$ cat config.mk
export PLATFORM = sky130hd
export DESIGN_NAME = sram_wb_mentor
export DESIGN_NICKNAME = d
export VERILOG_FILES = /design/src/rtl/sram_wb_mentor.sv
export SDC_FILE = /design/constraint.sdc
export NUM_CORES = 1
export LEC_CHECK = 0
export ABC_AREA = 1
export CORE_AREA = 2 2 72 74
export CTS_BUF_LIST = sky130_fd_sc_hd__clkbuf_4 sky130_fd_sc_hd__clkbuf_8
export DETAILED_ROUTE_END_ITERATION = 10
export DIE_AREA = 0 0 74 76
export GPL_TIMING_DRIVEN = 0
export PLACE_DENSITY_LB_ADDON = 0.12
export SETUP_SLACK_MARGIN = 0.5
export SYNTH_ARGS = -nofsm -noshare
export SYNTH_HDL_FRONTEND = slang
export SYNTH_SLANG_ARGS = --single-unit
$ cat constraint.sdc
create_clock -name i_clk -period 1.4 [get_ports i_clk]
set_input_delay 0.21 -clock i_clk [delete_from_list [all_inputs] [get_ports i_clk]]
set_output_delay 0.21 -clock i_clk [all_outputs]
set_load 0.005 [all_outputs]
$ cat src/rtl/sram_wb_mentor.sv
// -----------------------------------------------------------------------------
// sram_wb_mentor
//   Wishbone classic (non-pipelined) initiator for the sram_1Mx8 responder.
//   Accepts one command at a time on a valid/ready port, runs it as a
//   CYC/STB/WE bus cycle, and returns exactly one response pulse per command.
//   RTY_I makes it drop the strobe for one cycle and try again, up to
//   MAX_RETRIES times. A per-attempt timeout guards against a silent responder.
//
// Command handshake:
//   A command transfers on a rising clk edge where i_cmd_valid & o_cmd_ready
//   are both high. o_cmd_ready is high only in IDLE (and not during reset),
//   so i_cmd_* are ignored while a command is in flight. The response is a
//   single-cycle o_rsp_valid pulse with no back-pressure; a new command may
//   transfer in the same cycle the pulse is high.
//
// Ports:
//   i_clk, i_n_reset      clock, synchronous active-low reset
//   i_cmd_valid/o_cmd_ready, i_cmd_write, i_cmd_addr, i_cmd_data
//                         command port
//   o_rsp_valid, o_rsp_data, o_rsp_err, o_rsp_timeout
//                         response port (o_rsp_data holds the last good read)
//   CYC_O, STB_O, WE_O, ADR_O, DAT_O, SEL_O, LOCK_O, DAT_I, ACK_I, ERR_I, RTY_I
//                         Wishbone initiator side
//   dbg_state             current FSM state (IDLE=0, BUS=1, GAP=2)
// -----------------------------------------------------------------------------
module sram_wb_mentor #(
  parameter int ADDR_WIDTH     = 20,
  parameter int DATA_WIDTH     = 8,
  parameter int TIMEOUT_CYCLES = 15,
  parameter int MAX_RETRIES    = 3
) (
  input  logic                  i_clk,
  input  logic                  i_n_reset,
  input  logic                  i_cmd_valid,
  output logic                  o_cmd_ready,
  input  logic                  i_cmd_write,
  input  logic [ADDR_WIDTH-1:0] i_cmd_addr,
  input  logic [DATA_WIDTH-1:0] i_cmd_data,
  output logic                  o_rsp_valid,
  output logic [DATA_WIDTH-1:0] o_rsp_data,
  output logic                  o_rsp_err,
  output logic                  o_rsp_timeout,
  output logic                  CYC_O,
  output logic                  STB_O,
  output logic                  WE_O,
  output logic [ADDR_WIDTH-1:0] ADR_O,
  output logic [DATA_WIDTH-1:0] DAT_O,
  output logic                  SEL_O,
  output logic                  LOCK_O,
  input  logic [DATA_WIDTH-1:0] DAT_I,
  input  logic                  ACK_I,
  input  logic                  ERR_I,
  input  logic                  RTY_I,
  output logic [1:0]            dbg_state
);

  typedef enum logic [1:0] {
    S_IDLE = 2'd0,
    S_BUS  = 2'd1,
    S_GAP  = 2'd2
  } state_t;

  // Counter widths sized so the terminal values always fit.
  localparam int TW = $clog2(TIMEOUT_CYCLES + 1);
  localparam int RW = $clog2(MAX_RETRIES + 2);
  localparam logic [TW-1:0] TMO_LAST  = TW'(TIMEOUT_CYCLES - 1);
  localparam logic [RW-1:0] RETRY_MAX = RW'(MAX_RETRIES);

  state_t          state;
  logic [TW-1:0]   tmo_cnt;
  logic [RW-1:0]   retry_cnt;

  assign o_cmd_ready = (state == S_IDLE) & i_n_reset;
  assign SEL_O       = 1'b1;
  assign LOCK_O      = 1'b0;
  assign dbg_state   = state;

  always_ff @(posedge i_clk) begin
    if (!i_n_reset) begin
      state         <= S_IDLE;
      CYC_O         <= 1'b0;
      STB_O         <= 1'b0;
      WE_O          <= 1'b0;
      ADR_O         <= '0;
      DAT_O         <= '0;
      o_rsp_valid   <= 1'b0;
      o_rsp_err     <= 1'b0;
      o_rsp_timeout <= 1'b0;
      o_rsp_data    <= '0;
      tmo_cnt       <= '0;
      retry_cnt     <= '0;
    end else begin
      // Response flags are pulses: cleared every cycle unless set below.
      o_rsp_valid   <= 1'b0;
      o_rsp_err     <= 1'b0;
      o_rsp_timeout <= 1'b0;

      case (state)
        S_IDLE: begin
          if (i_cmd_valid) begin
            WE_O      <= i_cmd_write;
            ADR_O     <= i_cmd_addr;
            DAT_O     <= i_cmd_data;
            CYC_O     <= 1'b1;
            STB_O     <= 1'b1;
            tmo_cnt   <= '0;
            retry_cnt <= '0;
            state     <= S_BUS;
          end
        end

        S_BUS: begin
          // Termination priority: ERR > ACK > RTY > local timeout.
          if (ERR_I) begin
            CYC_O       <= 1'b0;
            STB_O       <= 1'b0;
            o_rsp_valid <= 1'b1;
            o_rsp_err   <= 1'b1;
            state       <= S_IDLE;
          end else if (ACK_I) begin
            CYC_O       <= 1'b0;
            STB_O       <= 1'b0;
            o_rsp_valid <= 1'b1;
            if (!WE_O) begin
              o_rsp_data <= DAT_I;
            end
            state       <= S_IDLE;
          end else if (RTY_I) begin
            CYC_O <= 1'b0;
            STB_O <= 1'b0;
            if (retry_cnt == RETRY_MAX) begin
              o_rsp_valid <= 1'b1;
              o_rsp_err   <= 1'b1;
              state       <= S_IDLE;
            end else begin
              retry_cnt <= retry_cnt + 1'b1;
              state     <= S_GAP;
            end
          end else if (tmo_cnt == TMO_LAST) begin
            CYC_O         <= 1'b0;
            STB_O         <= 1'b0;
            o_rsp_valid   <= 1'b1;
            o_rsp_err     <= 1'b1;
            o_rsp_timeout <= 1'b1;
            state         <= S_IDLE;
          end else begin
            tmo_cnt <= tmo_cnt + 1'b1;
          end
        end

        S_GAP: begin
          // One idle bus cycle between attempts; address/data/WE stay put.
          tmo_cnt <= '0;
          CYC_O   <= 1'b1;
          STB_O   <= 1'b1;
          state   <= S_BUS;
        end

        default: begin
          CYC_O <= 1'b0;
          STB_O <= 1'b0;
          state <= S_IDLE;
        end
      endcase
    end
  end

endmodule

# After elaboration in Yosys (flattened, before gate mapping)
# Cells that the tools add are included.
# classes
n_mux	32
n_eq_ne	12
reduce_logical	10
n_addsub	2
bitwise	5
# ops
operator	n
$mux 4	5
$mux 3	5
$ne 2x2->1 const B	7
$mux 1	12
$mux 2	6
$pmux 4 s3	1
$reduce_and 6->1	2
$pmux 2 s3	1
$pmux 3 s2	1
$reduce_and 2->1	3
$ne 5x5->1 const B	1
$reduce_or 5->1	1
$add 4x1->4 const B	1
$eq 4x4->1 const B	1
$not 1->1	4
$reduce_and 4->1	1
$add 3x1->3 const B	1
$eq 3x2->1 const B	1
$pmux 1 s3	1
$reduce_bool 3->1	1
$eq 2x1->1 const B	1
$eq 2x2->1 const B	1
$logic_not 2->1	1
$reduce_bool 2->1	1
$and 1x1->1	1
# word_totals
out_inout_bits	47
register_bits	50
inputBits	43
wordCells	72

# Logic depth before layout (Yosys ltp)
# logic_depth
depth_word	6
ltp_mapped	9
ltp_nobuf	9

# Worst setup path after synthesis
# OpenSTA, ideal clock, no wires.
# synth_timing
path_kind	flip-flop to flip-flop
startpoint	register retry_cnt[0]
endpoint	register retry_cnt[0]
period_less_slack_ps	1275
stages_incl_launch_ff	9
arrival_ps	1162
setup_slack_ps	125
path_cell_list	dfxtp_1 ha_1 ha_1 inv_1 nand2_1 o21ai_2 nand2_1 a21oi_1 nor2_1
# synth_between
elab_chain_cells	6
word_cells_on_any_way	9
# synth_lines
element	line	text
from (decl)	71	logic [RW-1:0] retry_cnt;
from (signal assigned)	136	retry_cnt <= retry_cnt + 1'b1;
$add 3x1->3	136	
$mux 3	131	if (retry_cnt == RETRY_MAX) begin
$mux 3	128	end else if (RTY_I) begin
$mux 3	120	end else if (ACK_I) begin
$mux 3	114	if (ERR_I) begin
$pmux 3 s2	98	case (state)
# Parallel ways exist; a longest one is shown, timed or not. The select of a mux whose other input is x is not followed.
# A chain may end at the register's enable or synchronous reset.

# Worst setup path in the final report
# layout_timing
startpoint	register retry_cnt[1]
endpoint	register retry_cnt[2]
# Same word-level chain as after synthesis.

==> results.py <==
metrics = {
    "logic_synthesis": {
        "yosysMostFrequentCell": "nor2_1",
        "synthTopCellsByCount": "nor2_1, dfxtp_1, o21ai_0, inv_1, nand2_1",
        "ys_seq_elements": 50,
        "synthDistinctLibCells": 25,
        "avgSynthCellArea_um2": 7.68,
        "syn_area_um2": 2030,
        "synthCells": 264,
        "yosysTopAreaCell": "dfxtp_1",
        "syn_nets": 311,
        "netlist.area_leader.share": 0.494,
        "ys_seq_area_frac": 0.494,
        "synth_edf_count": 0,
        "ys_async_sr_fraction": 0,
        "yosys_warnings": 0,
        "ys_dominant_reg_cell": "dfxtp_1",
        "synth_area_leaders": "dfxtp_1, nor2_1, o21ai_0",
    },
    "setup_path": {
        "ff2ff_setup_slack_ps": 70,
        "path_cells": "ha_4 -> ha_4 -> inv_2 -> nand2_2 -> o21ai_4 -> buf_4 -> a21oi_1 -> a21oi_2",
        "r2r_end": "retry_cnt[2]",
        "crit_path_max_fanout": 2,
        "r2r-start": "retry_cnt[1]",
        "crit_path_frequent_cell": "ha_4",
        "path_delay_family": "flip-flops",
        "critPathLaunchType": "register",
        "critPathArrivalTime_ps": 1560,
        "slowest_delay_ps": 350,
        "ff2ff_path_depth": 8,
        "crit_path_end_kind": "register",
        "critPathSlowestCell": "dfxtp_2",
        "cp.required_ps": 1640,
        "worstSetupPathType": "register to register",
        "cp_num_buf_inv": 2,
    },
    "clocking": {
        "worstSkewPairLatency_ps": 300,
        "cts_tree": "done",
        "cts_sinks": 50,
        "cts_root_buffer": "clkbuf_8",
        "cts_max_level": 2,
        "cts_buffer_depth": 2,
        "holdBufCountCts": 0,
        "clkSlewWorstSetupHoldPaths_ps": 90,
        "numCtsBuffers": 5,
    },
    "pwr": {
        "leakage_nw": 1.67,
        "power.density_nw_per_um2": 922,
        "vdd_drop_max_v": 0.000614,
    },
    "layout": {
        "areaGrowthSynthToFinish_pct": 87.2,
        "nNetsFinal": 433,
        "n_antenna_cell": 0,
        "drive_above_1_share": 0.552,
    },
    "grt": {
        "antenna_found_initial": 0,
        "grt_pass1_vias": 1900,
        "overflow": 0,
        "grt_max_degree": 15,
        "grtUsageTotal": 0.194,
        "grt_pass1_wl_um": 8620,
    },
    "detailed_routing": {
        "wl_per_cell_um": 13.2,
        "drcViolationCount": 0,
        "wl_um": 6000,
        "drt_pass1_iterations": 5,
        "num_vias": 2165,
        "drt-initial-drc-count": 68,
        "routed_via_density": 4.75,
        "final_antenna_net_count": 0,
    },
    "min_path": {
        "min_path_type": "primary input to register",
        "holdPathStages": 4,
        "min-delay-start": "ERR_I",
        "whs_endpoint": "dbg_state[1]",
    },
    "floorplan": {
        "die-width_um": 74,
        "core_um2": 4910,
        "dieArea_um2": 5620,
        "start_util": 0.413,
        "io_pins": 90,
        "rows": 26,
        "die_h_um": 76,
    },
    "placement": {
        "io_buffers": 87,
        "gp_congestion": 0.786,
        "post-place-ws_ps": -373,
        "dp_hpwl_um": 3620,
    },
    "timing": {
        "finalWorstSetupSlack_ps": 74.2,
        "fin_crit_ps": 1330,
        "setup_tns_ps": 0,
        "slew_viol_final": 0,
        "finalHoldViolCount": 0,
        "rsz0062_at_grt": "yes",
        "clock.fmax_mhz": 754,
        "tightest_slew_ps": 702,
        "finalSetupViolCount": 0,
        "final.setup_skew_ps": 3.06,
        "fin_crit_sh": 0.947,
        "slew_headroom": 0.532,
    },
    "status": {
        "status": "complete, no violations",
    },
    "flow_run": {
        "cap_viol_max_count": 0,
    },
}
==> power breakdown <==
| group | switching (mW) | total, mW | internal [mW] | leakage (nW) |
|---|---|---|---|---|
| registers | 0.0749 | 1.61 | 1.54 | 0.429 |
| clock network | 0.467 | 1.04 | 0.572 | 0.0573 |
| logic | 0.365 | 0.846 | 0.482 | 1.18 |
==> cells by family after synthesis <==
group / Yosys count / share of synthesized area
simple gates: 103 / 0.212
fa+ha+maj: 4 / 0.0247
compound gates: 63 / 0.161
other cells: 2 / 0.00371
buf+inv: 42 / 0.105
flops: 50 / 0.494
==> layer usage <==
metal / vias up / track usage / part of all wire
met2: 79 / 0.324 / 0.53
met1: 996 / 0.232 / 0.38
li1: 1076 / - / -
met4: 0 / 0.0600 / 0.019
met5: - / 0 / 0
met3: 14 / 0.0648 / 0.073
==> repair_timing <==
item,in CTS,in global routing
resized for setup,261,69
buffers inserted,12,12
cloned,1,3
setup endpoints to repair,95,95
pin swaps,8,17
==> through the flow <==
step | cells | cell area [um2] | total power [mW] | hold WS (ps) | util
2_1_floorplan | 264 | 2140 | 1.91 | 336 | -
3_3_place_gp | 421 | 3100 | 2.25 | 431 | 0.631
3_5_place_dp | 421 | 3100 | 2.26 | 437 | 0.631
4_1_cts | 441 | 3350 | 3.33 | 444 | 0.681
5_1_grt | 456 | 3790 | 3.66 | 274 | 0.772
6_report | 456 | 3790 | 3.50 | 259 | 0.772
==> registers in the layout (all words and copies together), names as in the netlist <==
| signal | flops |
|---|---|
| o_rsp_timeout | 1 |
| o_rsp_err | 1 |
| WE_O | 1 |
| DAT_O | 8 |
| o_rsp_valid | 1 |
| o_rsp_data | 8 |
| retry_cnt | 3 |
| dbg_state | 2 |
| tmo_cnt | 4 |
| STB_O | 1 |
| ADR_O | 20 |
==> layout by cell type (no fill, tap or decap), types with 4 or more instances in the layout <==
master and count:
nand2_1 15, nor2_4 7, buf_2 26, nor2_2 5, clkbuf_8 6, buf_6 31, a21oi_2 13, nor2_1 58
a21oi_1 7, dfxtp_1 5, dfxtp_4 4, o21ai_2 24, inv_2 4, dfxtp_2 41, inv_1 20, buf_8 6
o21ai_1 13, clkdlybuf4s50_1 38, buf_4 15, nand2_2 5
==> worst max-delay path by stage <==
| stage | endpoint | cells after the start | start | slack, ps |
|---|---|---|---|---|
| floorplan | retry_cnt[0] | 8 | retry_cnt[0] | 190 |
| global placement | o_cmd_ready | 4 | i_n_reset | -370 |
| detailed placement | o_cmd_ready | 4 | i_n_reset | -370 |
| CTS | o_cmd_ready | 4 | dbg_state[0] | 80 |
| global route | retry_cnt[0] | 9 | retry_cnt[1] | -20 |
| finish | retry_cnt[2] | 8 | retry_cnt[1] | 70 |
==> cell type report <==
| class | instances | area [um2] |
|---|---|---|
| Clock inverter | 1 | 30.0 |
| Tap cell | 70 | 87.6 |
| Inverter | 28 | 120 |
| Timing Repair Buffer | 115 | 1120 |
| Multi-Input combinational cell | 172 | 1140 |
| Sequential cell | 50 | 1070 |
| Fill cell | 358 | 1120 |
| Clock buffer | 6 | 82.6 |
| Buffer | 14 | 140 |
==> worst min-delay path: cells and delay by family <==
kind                   cells  cell delay, ps
AND/OR/NAND/NOR            3             150
buffers and inverters      1             160
Note: power is estimated with default switching activity, not from simulation.
